===== src/rtl/systolic_tile_seq.sv =====
// Sequencer for an N x N systolic tile: streams K operand words from the input SRAM,
// waits out the array skew, then writes N result words. Optional SEQ_PERF_CNT_EN adds perf_cycles.
module systolic_tile_seq #(
    parameter int N    = 4,
    parameter int AW   = 10,
    parameter int KW   = 10,
    parameter int ACCW = 16
) (
    input  logic          clk,
    input  logic          rst_b,
    input  logic          start,
    input  logic [KW-1:0] k_len,
    input  logic [AW-1:0] in_base,
    input  logic [AW-1:0] out_base,
    output logic          in_cs,
    output logic [AW-1:0] in_addr,
    output logic          arr_input_en,
    output logic          arr_output_en,
    output logic          out_cs,
    output logic          out_wr,
    output logic [AW-1:0] out_addr,
    output logic          busy,
    output logic          done,
    output logic          err,
`ifdef SEQ_PERF_CNT_EN
    output logic [31:0]   perf_cycles,
`endif
    output logic [1:0]    state_dbg
);

    // One counter serves all three phases, so it must hold both K-1 and 2N-1.
    localparam int CW = (KW > $clog2(2 * N)) ? KW : $clog2(2 * N);
    localparam logic [CW-1:0] DRAIN_LAST = CW'(2 * N - 1);
    localparam logic [CW-1:0] STORE_LAST = CW'(N - 1);

    // Result words are N*ACCW bits wide; the sequencer only needs to know the config is sane.
    if (N < 1 || ACCW < 1) begin : g_bad_cfg
    end

    // Handshake: start is a single-cycle request honoured only in IDLE; the reply is
    // either busy rising the next cycle (accepted) or a one-cycle err pulse (k_len==0).
    typedef enum logic [1:0] {
        IDLE  = 2'd0,
        FEED  = 2'd1,
        DRAIN = 2'd2,
        STORE = 2'd3
    } state_t;

    state_t        state;
    logic [CW-1:0] cnt;
    logic [KW-1:0] k_q;
    logic [KW-1:0] k_m1;
    logic [AW-1:0] out_base_q;
    logic          accept;

    assign k_m1      = k_q - KW'(1);
    assign accept    = (state == IDLE) && start && (k_len != '0);
    assign state_dbg = state;

    always_ff @(posedge clk) begin
        if (!rst_b) begin
            state         <= IDLE;
            cnt           <= '0;
            k_q           <= '0;
            out_base_q    <= '0;
            in_cs         <= 1'b0;
            in_addr       <= '0;
            arr_input_en  <= 1'b0;
            arr_output_en <= 1'b0;
            out_cs        <= 1'b0;
            out_wr        <= 1'b0;
            out_addr      <= '0;
            busy          <= 1'b0;
            done          <= 1'b0;
            err           <= 1'b0;
        end else begin
            err          <= 1'b0;
            // The input SRAM returns data one cycle after its select.
            arr_input_en <= in_cs;
            case (state)
                IDLE: begin
                    if (start) begin
                        if (k_len == '0) begin
                            err <= 1'b1;
                        end else begin
                            state      <= FEED;
                            k_q        <= k_len;
                            out_base_q <= out_base;
                            in_addr    <= in_base;
                            in_cs      <= 1'b1;
                            busy       <= 1'b1;
                            cnt        <= '0;
                        end
                    end
                end
                FEED: begin
                    if (cnt == CW'(k_m1)) begin
                        state <= DRAIN;
                        in_cs <= 1'b0;
                        cnt   <= '0;
                    end else begin
                        cnt     <= cnt + CW'(1);
                        in_addr <= in_addr + AW'(1);
                    end
                end
                DRAIN: begin
                    if (cnt == DRAIN_LAST) begin
                        state         <= STORE;
                        cnt           <= '0;
                        arr_output_en <= 1'b1;
                        out_cs        <= 1'b1;
                        out_wr        <= 1'b1;
                        out_addr      <= out_base_q;
                        done          <= (N == 1);
                    end else begin
                        cnt <= cnt + CW'(1);
                    end
                end
                STORE: begin
                    if (cnt == STORE_LAST) begin
                        state         <= IDLE;
                        cnt           <= '0;
                        arr_output_en <= 1'b0;
                        out_cs        <= 1'b0;
                        out_wr        <= 1'b0;
                        busy          <= 1'b0;
                        done          <= 1'b0;
                    end else begin
                        cnt      <= cnt + CW'(1);
                        out_addr <= out_addr + AW'(1);
                        // done is registered, so raise it one step ahead of the last write.
                        done     <= (CW'(cnt + CW'(1)) == STORE_LAST);
                    end
                end
                default: state <= IDLE;
            endcase
        end
    end

`ifdef SEQ_PERF_CNT_EN
    always_ff @(posedge clk) begin
        if (!rst_b) begin
            perf_cycles <= '0;
        end else if (accept) begin
            perf_cycles <= '0;
        end else if (busy && (perf_cycles != 32'hFFFF_FFFF)) begin
            perf_cycles <= perf_cycles + 32'd1;
        end
    end
`endif

    a_cs_excl: assert property (@(posedge clk) disable iff (!rst_b) !(in_cs && out_cs));
    a_done_wr: assert property (@(posedge clk) disable iff (!rst_b) done |-> out_wr);

endmodule


===== config.mk =====
export PLATFORM = sky130hd
export DESIGN_NAME = systolic_tile_seq
export DESIGN_NICKNAME = d
export VERILOG_FILES = /design/src/rtl/systolic_tile_seq.sv
export SDC_FILE = /design/constraint.sdc
export NUM_CORES = 1
export LEC_CHECK = 0
export CAP_MARGIN = 20
export CORE_ASPECT_RATIO = 1.4
export CORE_MARGIN = 1.5
export CORE_UTILIZATION = 54
export CTS_CLUSTER_DIAMETER = 120
export DETAILED_ROUTE_END_ITERATION = 7
export PLACE_DENSITY_LB_ADDON = 0.08
export SKIP_CTS_REPAIR_TIMING = 1
export SYNTH_ARGS = -nofsm -noshare
export SYNTH_HDL_FRONTEND = slang
export SYNTH_SLANG_ARGS = --single-unit

===== constraint.sdc =====
create_clock -name clk -period 2.6 [get_ports clk]
set_input_delay 0.39 -clock clk [delete_from_list [all_inputs] [get_ports clk]]
set_output_delay 0.39 -clock clk [all_outputs]
set_load 0.01 [all_outputs]

* After elaboration in Yosys (flattened, before gate mapping)
Index checks and enable logic that the tools add are counted.
** Storage, ports and cells
- Input bits :: 33
- Output and inout bits :: 30
- Flip-flop bits (word level) :: 58
- Logic and storage cells :: 77
** Cells by class
- Reduce and logical (&&, ||, !) cells :: 15
- Bitwise logic cells :: 1
- $add $sub $neg :: 4
- Equality and inequality tests :: 14
- Muxes and demuxes :: 31
** Operators with widths (number)
- 10-bit 2-to-1 mux :: 10
- 10-bit one-hot mux with 2 select lines :: 2
- 10-bit one-hot mux with 4 select lines :: 1
- 10-bit by 1-bit adder with 10-bit output (second input constant) :: 3
- 10-bit by 2-bit equality test with 1-bit output (second input constant) :: 2
- 2-bit inequality test (second input constant) :: 7
- 3-bit AND reduction :: 4
- 4-bit AND reduction :: 3
- 10-bit equality test :: 1
- 10-bit by 3-bit equality test with 1-bit output (second input constant) :: 1
- 10-bit zero test :: 1
- 2-bit 2-to-1 mux :: 5
- 10-bit by 1-bit subtractor with 10-bit output (second input constant) :: 1
- 1-bit 2-to-1 mux :: 8
- 1-bit one-hot mux with 2 select lines :: 4
- 2-bit one-hot mux with 4 select lines :: 1
- 2-bit nonzero test :: 3
- 5-bit AND reduction :: 1
- 2-bit equality test (second input constant) :: 2
- 2-bit AND reduction :: 2
- 2-bit by 1-bit equality test with 1-bit output (second input constant) :: 1
- 2-bit zero test :: 1
- 1-bit NOT :: 1

* Logic depth before layout (Yosys ltp)
Gate-level depths: netlist of the first run.
- Depth in word-level cells :: 4
- Depth in mapped cells :: 10
- Depth with buffers taken out :: 9

* Least setup slack after synthesis of the first run
OpenSTA, ideal clock, no wires.
- Path kind :: reg-to-reg
- Start :: register k_q[0]
- End :: register in_addr[8]
- Cell stages (with the launch flop) :: 11
- Setup time :: 0.122 ns
- Required time :: 2.478 ns
- Buffers on the path :: 1
- Period minus slack after synthesis :: 2.240 ns
- Slack :: 0.360 ns
- Arrival :: 2.118 ns
- Path through :: dfxtp_1 -> inv_1 -> ha_1 -> o21ba_1 -> a221o_1 -> a211oi_2 -> o21ai_2 -> or2_1 -> buf_2 -> a32oi_1 -> a21oi_1
** On the way
- Cells in the longest elaborated chain, start to end :: 4
** RTL lines
- from (decl) :: RTL line 51 : logic [KW-1:0] k_q;
- from (signal assigned) :: RTL line 87 : k_q <= k_len;
- 10-bit by 1-bit subtractor with 10-bit output :: RTL line 56 : assign k_m1 = k_q - KW'(1);
- 10-bit equality test :: RTL line 97 : if (cnt == CW'(k_m1)) begin
- 2-bit inequality test (no line)
- 4-bit AND reduction (no line)
- to (signal assigned) :: RTL line 89 : in_addr <= in_base;
- to (signal assigned) :: RTL line 103 : in_addr <= in_addr + AW'(1);
- to (decl) :: RTL line 16 : output logic [AW-1:0] in_addr,
Every way passes these cells.
A chain may end at the register's enable or synchronous reset.

* Final worst setup path of the first run
- Start :: register k_q[1]
- End :: register in_addr[4]
Same word-level chain as after synthesis.

==> reports/metrics.cfg, run 1 <==
[status]
status=finished clean

[sta]
setup_slack_ps=119
finalMaxSlewViolations=0
max-slew-margin-rel_pct=65.7
period_share_pct=95.4
rsz0062_at_grt=no
fmaxAchievable_ghz=0.403
period_minus_slack_ps=2480
tightest_slew_ps=515
timing.final.hold_violations=0
skew_ps=11.0
finalSetupViolCount=0
fin_setup_tns_ps=0

[floorplan]
fp-row-count=35
coreArea_um2=6570
io_pins=63
fp.dieH_um=100
start_util_pct=55.4
dieArea_um2=7250
die_w_um=72.4

[clocking]
htreeDepth=3
cts_tree=done
root_buffer=clkbuf_8
clkSinkCount=58
clk_latency_ps=340
numCtsBuffers=9
clk_pin_slew_ps=70
clockBufferDepth=2

[setup_path]
worst-path-stages=9
crit_family=compound AO/OA/AOI/OAI gates
slowest_delay_ps=380
crit_slowest_cell=dfxtp_1
worstRegToRegCells=9
cp_max_fo=10
worstPathCellList=inv_1 > ha_1 > o21ba_1 > a221o_1 > a211oi_2 > o21ai_2 > nor2_2 > a2111oi_0 > a211oi_1
path_buf_inv=1
worst-setup-path-type=reg -> reg
critPathCaptureType=register
critPathLaunchType=register
required_ps=2850
arrival_ps=2730

[grt]
grt_pass1_wl_mm=15.7
gr-total-overflow=0
first_global_vias=3438
antenna_found_initial=0
grt_max_degree=32
grt.total_usage_pct=27.3

[yosys]
synth_cells=475
syn_nets=518
synth_area_per_cell_um2=7.67
synth_area_leaders=dfxtp_1 32%, nand2_1 8.2%, a21boi_0 4.7%
synth_cell_types=70
syn-cell-area_um2=3640
yosysSeqAreaShare_pct=31.9
synth-seq-cells=58
synth_top_area_share_pct=31.9
async_reset_ff_share_pct=0
yosysTopAreaCell=dfxtp_1
yosys_warnings=0
synthFlopType=dfxtp_1
synth_edf_count=0

[routing]
post-route-drc-count=0
wl_mm=9.52
first_pass_iters=5
dr_total_vias=3683
viasPerCell=6.00
drtIter0Drc=247
ant_nets=0
wl_per_cell_um=15.5

[finish]
seq_area_um2=1160
nets=579
n_fill_cell=559
postLayoutCoreUtil_pct=69.2
final-instance-count-excl-fill=614
n_antenna_cell=0
final_cell_mix=80 x nand2_1, 61 x clkdlybuf4s50_1, 58 x dfxtp_1
drive_gt1_share_pct=9.81
area_growth_pct=24.8
multi_input_area_um2=2280
final_common_cell=nand2_1

[pwr]
irDropWorstVdd_uv=504
power_mw=3.44
p_per_area_nw_per_um2=756
leakage_nw=1.75

[placement]
pre_cts_slack_ps=139
hpwlAfterDp_mm=6.74
place_inst=599
gp_congestion=0.850
io_buffers=62

[job]
cap_viol_max_count=0

[min_path]
hold_path.class=reg -> reg
hold_depth=2

==> through the flow <==
step	hold slack [ps]	instance area [um^2]
after floorplan	443	3640
after global routing	492	4550
after global placement	454	4350
final	468	4550
after CTS	471	4550
after detailed placement	460	4350
==> state kept, by name, indices dropped and copies added, names as in the netlist <==
name	flops
arr_input_en	1
busy	1
cnt	10
done	1
err	1
in_addr	10
in_cs	1
k_q	10
out_addr	10
out_base_q	10
out_wr	1
state_dbg	2
==> Yosys cell counts, types with 2 or more instances <==
cell,number
buf_2,7
nand3b_1,2
a21boi_0,23
ha_1,10
and3_1,11
a22o_1,3
nand4b_1,4
and2_1,4
buf_1,4
a31oi_1,7
o21ai_0,25
nand2b_1,3
a21o_1,2
o2bb2ai_1,2
nand2_1,80
a41oi_1,2
clkbuf_1,16
dfxtp_1,58
a22oi_1,6
o221a_2,4
o22ai_1,3
nand4_1,3
or4_1,2
a211oi_1,2
a21oi_1,19
buf_4,4
o41ai_1,2
nor3b_1,4
nor3_1,5
mux2i_1,5
and3b_1,2
nand3_1,28
nor4_1,7
o21a_1,2
inv_1,15
nor2b_1,8
o21ai_1,2
nor2_1,39
xnor2_1,5
xor2_1,9
o31ai_1,7
==> path summary, 6_finish.rpt <==
kind | start | end | slack (ps)
min reg2reg | out_base_q[8] | out_base_q[8] | 470
max reg2reg | k_q[1] | in_addr[4] | 120
max | k_q[1] | in_addr[4] | 120
min | out_base_q[8] | out_base_q[8] | 470
==> logic make-up (layout without fill, tap and decap cells) <==
logic type / count (synthesis) / after routing / share of synthesized area (%)
buffers and inverters: 46 / 111 / 5.39
XOR/XNOR: 15 / 15 / 3.81
AO/OA/AOI/OAI: 131 / 131 / 26.0
adder cells (fa/ha/maj): 10 / 10 / 3.44
AND/OR/NAND/NOR: 209 / 209 / 27.8
multiplexers: 6 / 6 / 1.68
flip-flops: 58 / 58 / 31.9
==> per-layer routing <==
| metal | share of wire [%] | wire (um) | up-vias | global-route usage (%) |
|---|---|---|---|---|
| met1 | 44 | 4180 | 1732 | 33.2 |
| met5 | 0 | 0 | - | 0 |
| met4 | 1.6 | 149 | 0 | 11.2 |
| li1 | - | - | 1819 | - |
| met2 | 49 | 4700 | 118 | 46.8 |
| met3 | 5.2 | 494 | 14 | 5.42 |
==> cell type report <==
cell class,instances,area share (%)
multi-input cells,371,50.3
flip-flops and latches,58,25.5
repair buffers,81,16.7
clock buffers,10,3.03
well taps,74,2.04
inverters,15,1.24
clock inverters,5,1.21
==> tightest hold or removal path: stages (launching register included) <==
cell and delay, ps:
dfxtp_1 320, nand2_1 50, a21boi_0 60
==> where the power goes <==
group	switching (mW)	internal (mW)	leakage (nW)
sequential	0.145	1.01	0.472
clock	0.379	0.459	0.0941
combinational	0.820	0.617	1.18
Power figures use the tool's default switching activity.
==> run 2, diff against run 1 <==
--- a/config.mk
+++ b/config.mk
@@ -8,7 +8,7 @@
 export CAP_MARGIN = 20
 export CORE_ASPECT_RATIO = 1.4
 export CORE_MARGIN = 1.5
-export CORE_UTILIZATION = 54
+export CORE_UTILIZATION = 30
 export CTS_CLUSTER_DIAMETER = 120
 export DETAILED_ROUTE_END_ITERATION = 7
 export PLACE_DENSITY_LB_ADDON = 0.08
==> reports/metrics.cfg, run 2 (synthesized netlist as in run 1, its figures left out) <==
[finish]
nets=585
multi_input_area_um2=2290
n_antenna_cell=0
final_area_um2=4800
final_cell_mix=80 x nand2_1, 61 x clkdlybuf4s50_1, 58 x dfxtp_1
area_growth_pct=31.9
drive_gt1_share_pct=11.0
seq_area_um2=1160
final_common_cell=nand2_1
n_fill_cell=1213

[pwr]
irDropWorstVdd_uv=333
leakage_nw=1.83
p_per_area_nw_per_um2=808
power_mw=3.88

[sta]
finalMaxSlewViolations=0
skew_ps=7.41
finalSetupViolCount=0
setup_slack_ps=168
tightest_slew_ps=529
fmaxAchievable_ghz=0.411
rsz0062_at_grt=yes
timing.final.hold_violations=0
period_share_pct=93.5
period_minus_slack_ps=2430
max-slew-margin-rel_pct=64.6

[floorplan]
coreArea_um2=11800
die_w_um=96.1
io_pins=63
fp.dieH_um=133
dieArea_um2=12800
fp-row-count=47
start_util_pct=30.8

[routing]
viasPerCell=5.33
drtIter0Drc=175
first_pass_iters=4
ant_nets=0
wl_met3_um=397
m1WireLength_mm=4.55
wl_met2_mm=5.48
wl_mm=10.7
highest_layer=met4
wl_per_cell_um=15.5
dr_total_vias=3701
post-route-drc-count=0

[setup_path]
arrival_ps=2680
cp_max_fo=10
reg2reg_from=k_q[0]
worst-setup-path-type=reg -> reg
critPathLaunchType=register
required_ps=2850
startpoint=k_q[0]
critPathCaptureType=register

[clocking]
cts_tree=done
clockBufferDepth=2
numCtsBuffers=9
clk_latency_ps=330
root_buffer=clkbuf_16
htreeDepth=3
clkSinkCount=58
clk_pin_slew_ps=50

[placement]
io_buffers=62
gp_congestion=0.846
hpwlAfterDp_mm=7.88
pre_cts_slack_ps=75.9
place_area_um2=4490

[grt]
grt.total_usage_pct=17.6
first_global_vias=3571
grt_max_degree=33
antenna_found_initial=0
grt_pass1_wl_mm=17.5
gr-total-overflow=0

[job]
cap_viol_max_count=0

[status]
status=finished clean

[min_path]
hold_path.startpoint=out_base_q[3]
hold_path.class=reg -> reg

[run 2: changes by cell type in the layout (fill, tap and decap cells not counted)]
cell / delta
clkbuf_16: +9
clkbuf_8: -8
buf_4: +6
clkinv_2: +1
clkinvlp_4: -1
nor4b_2: -1
nor4b_4: +1
[run 2: path summary, 6_finish.rpt]
check	to	slack, ps	cells past startpoint
min	out_base_q[3]	460	2
max reg2reg	in_addr[4]	170	9
max	in_addr[4]	170	9
min reg2reg	out_base_q[3]	460	2
[run 2: worst max-delay path, cell delays in order, from the launching register on]
cell and delay, ps:
dfxtp_1 330, inv_1 50, ha_1 280, o21ba_1 200, a221o_1 350, a211oi_2 220, o21ai_2 150, nor2_2 390
a2111oi_0 150, a211oi_1 240
[run 2: report_power, final]
part           leakage (nW)  internal, mW  total [mW]  switching, mW
registers             0.472          1.02        1.16          0.142
logic                  1.21         0.657        1.51          0.849
clock network         0.151         0.788        1.21          0.427
[run 2: final cells by class]
type	count	share of cell area (%)
repair buffers	87	16.7
clock inverters	5	1.09
flip-flops and latches	58	24.2
inverters	15	1.17
well taps	147	3.83
multi-input cells	371	47.7
clock buffers	11	5.26
[run 2: through the flow]
step / TNS, ps / util (%) / hold slack (ps) / std cells
after CTS: 0 / 40.6 / 468 / 694
after floorplan: 0 / - / 443 / 475
after global routing: -57.8 / 40.6 / 495 / 694
final: 0 / 40.6 / 464 / 694
after global placement: 0 / 38.0 / 460 / 678
after detailed placement: 0 / 38.0 / 460 / 678
[run 2: layer usage]
layer	up-vias	track usage (%)
li1	1836	-
met1	1751	19.9
met2	94	31.1
met3	20	3.31
met4	0	8.17
met5	-	0
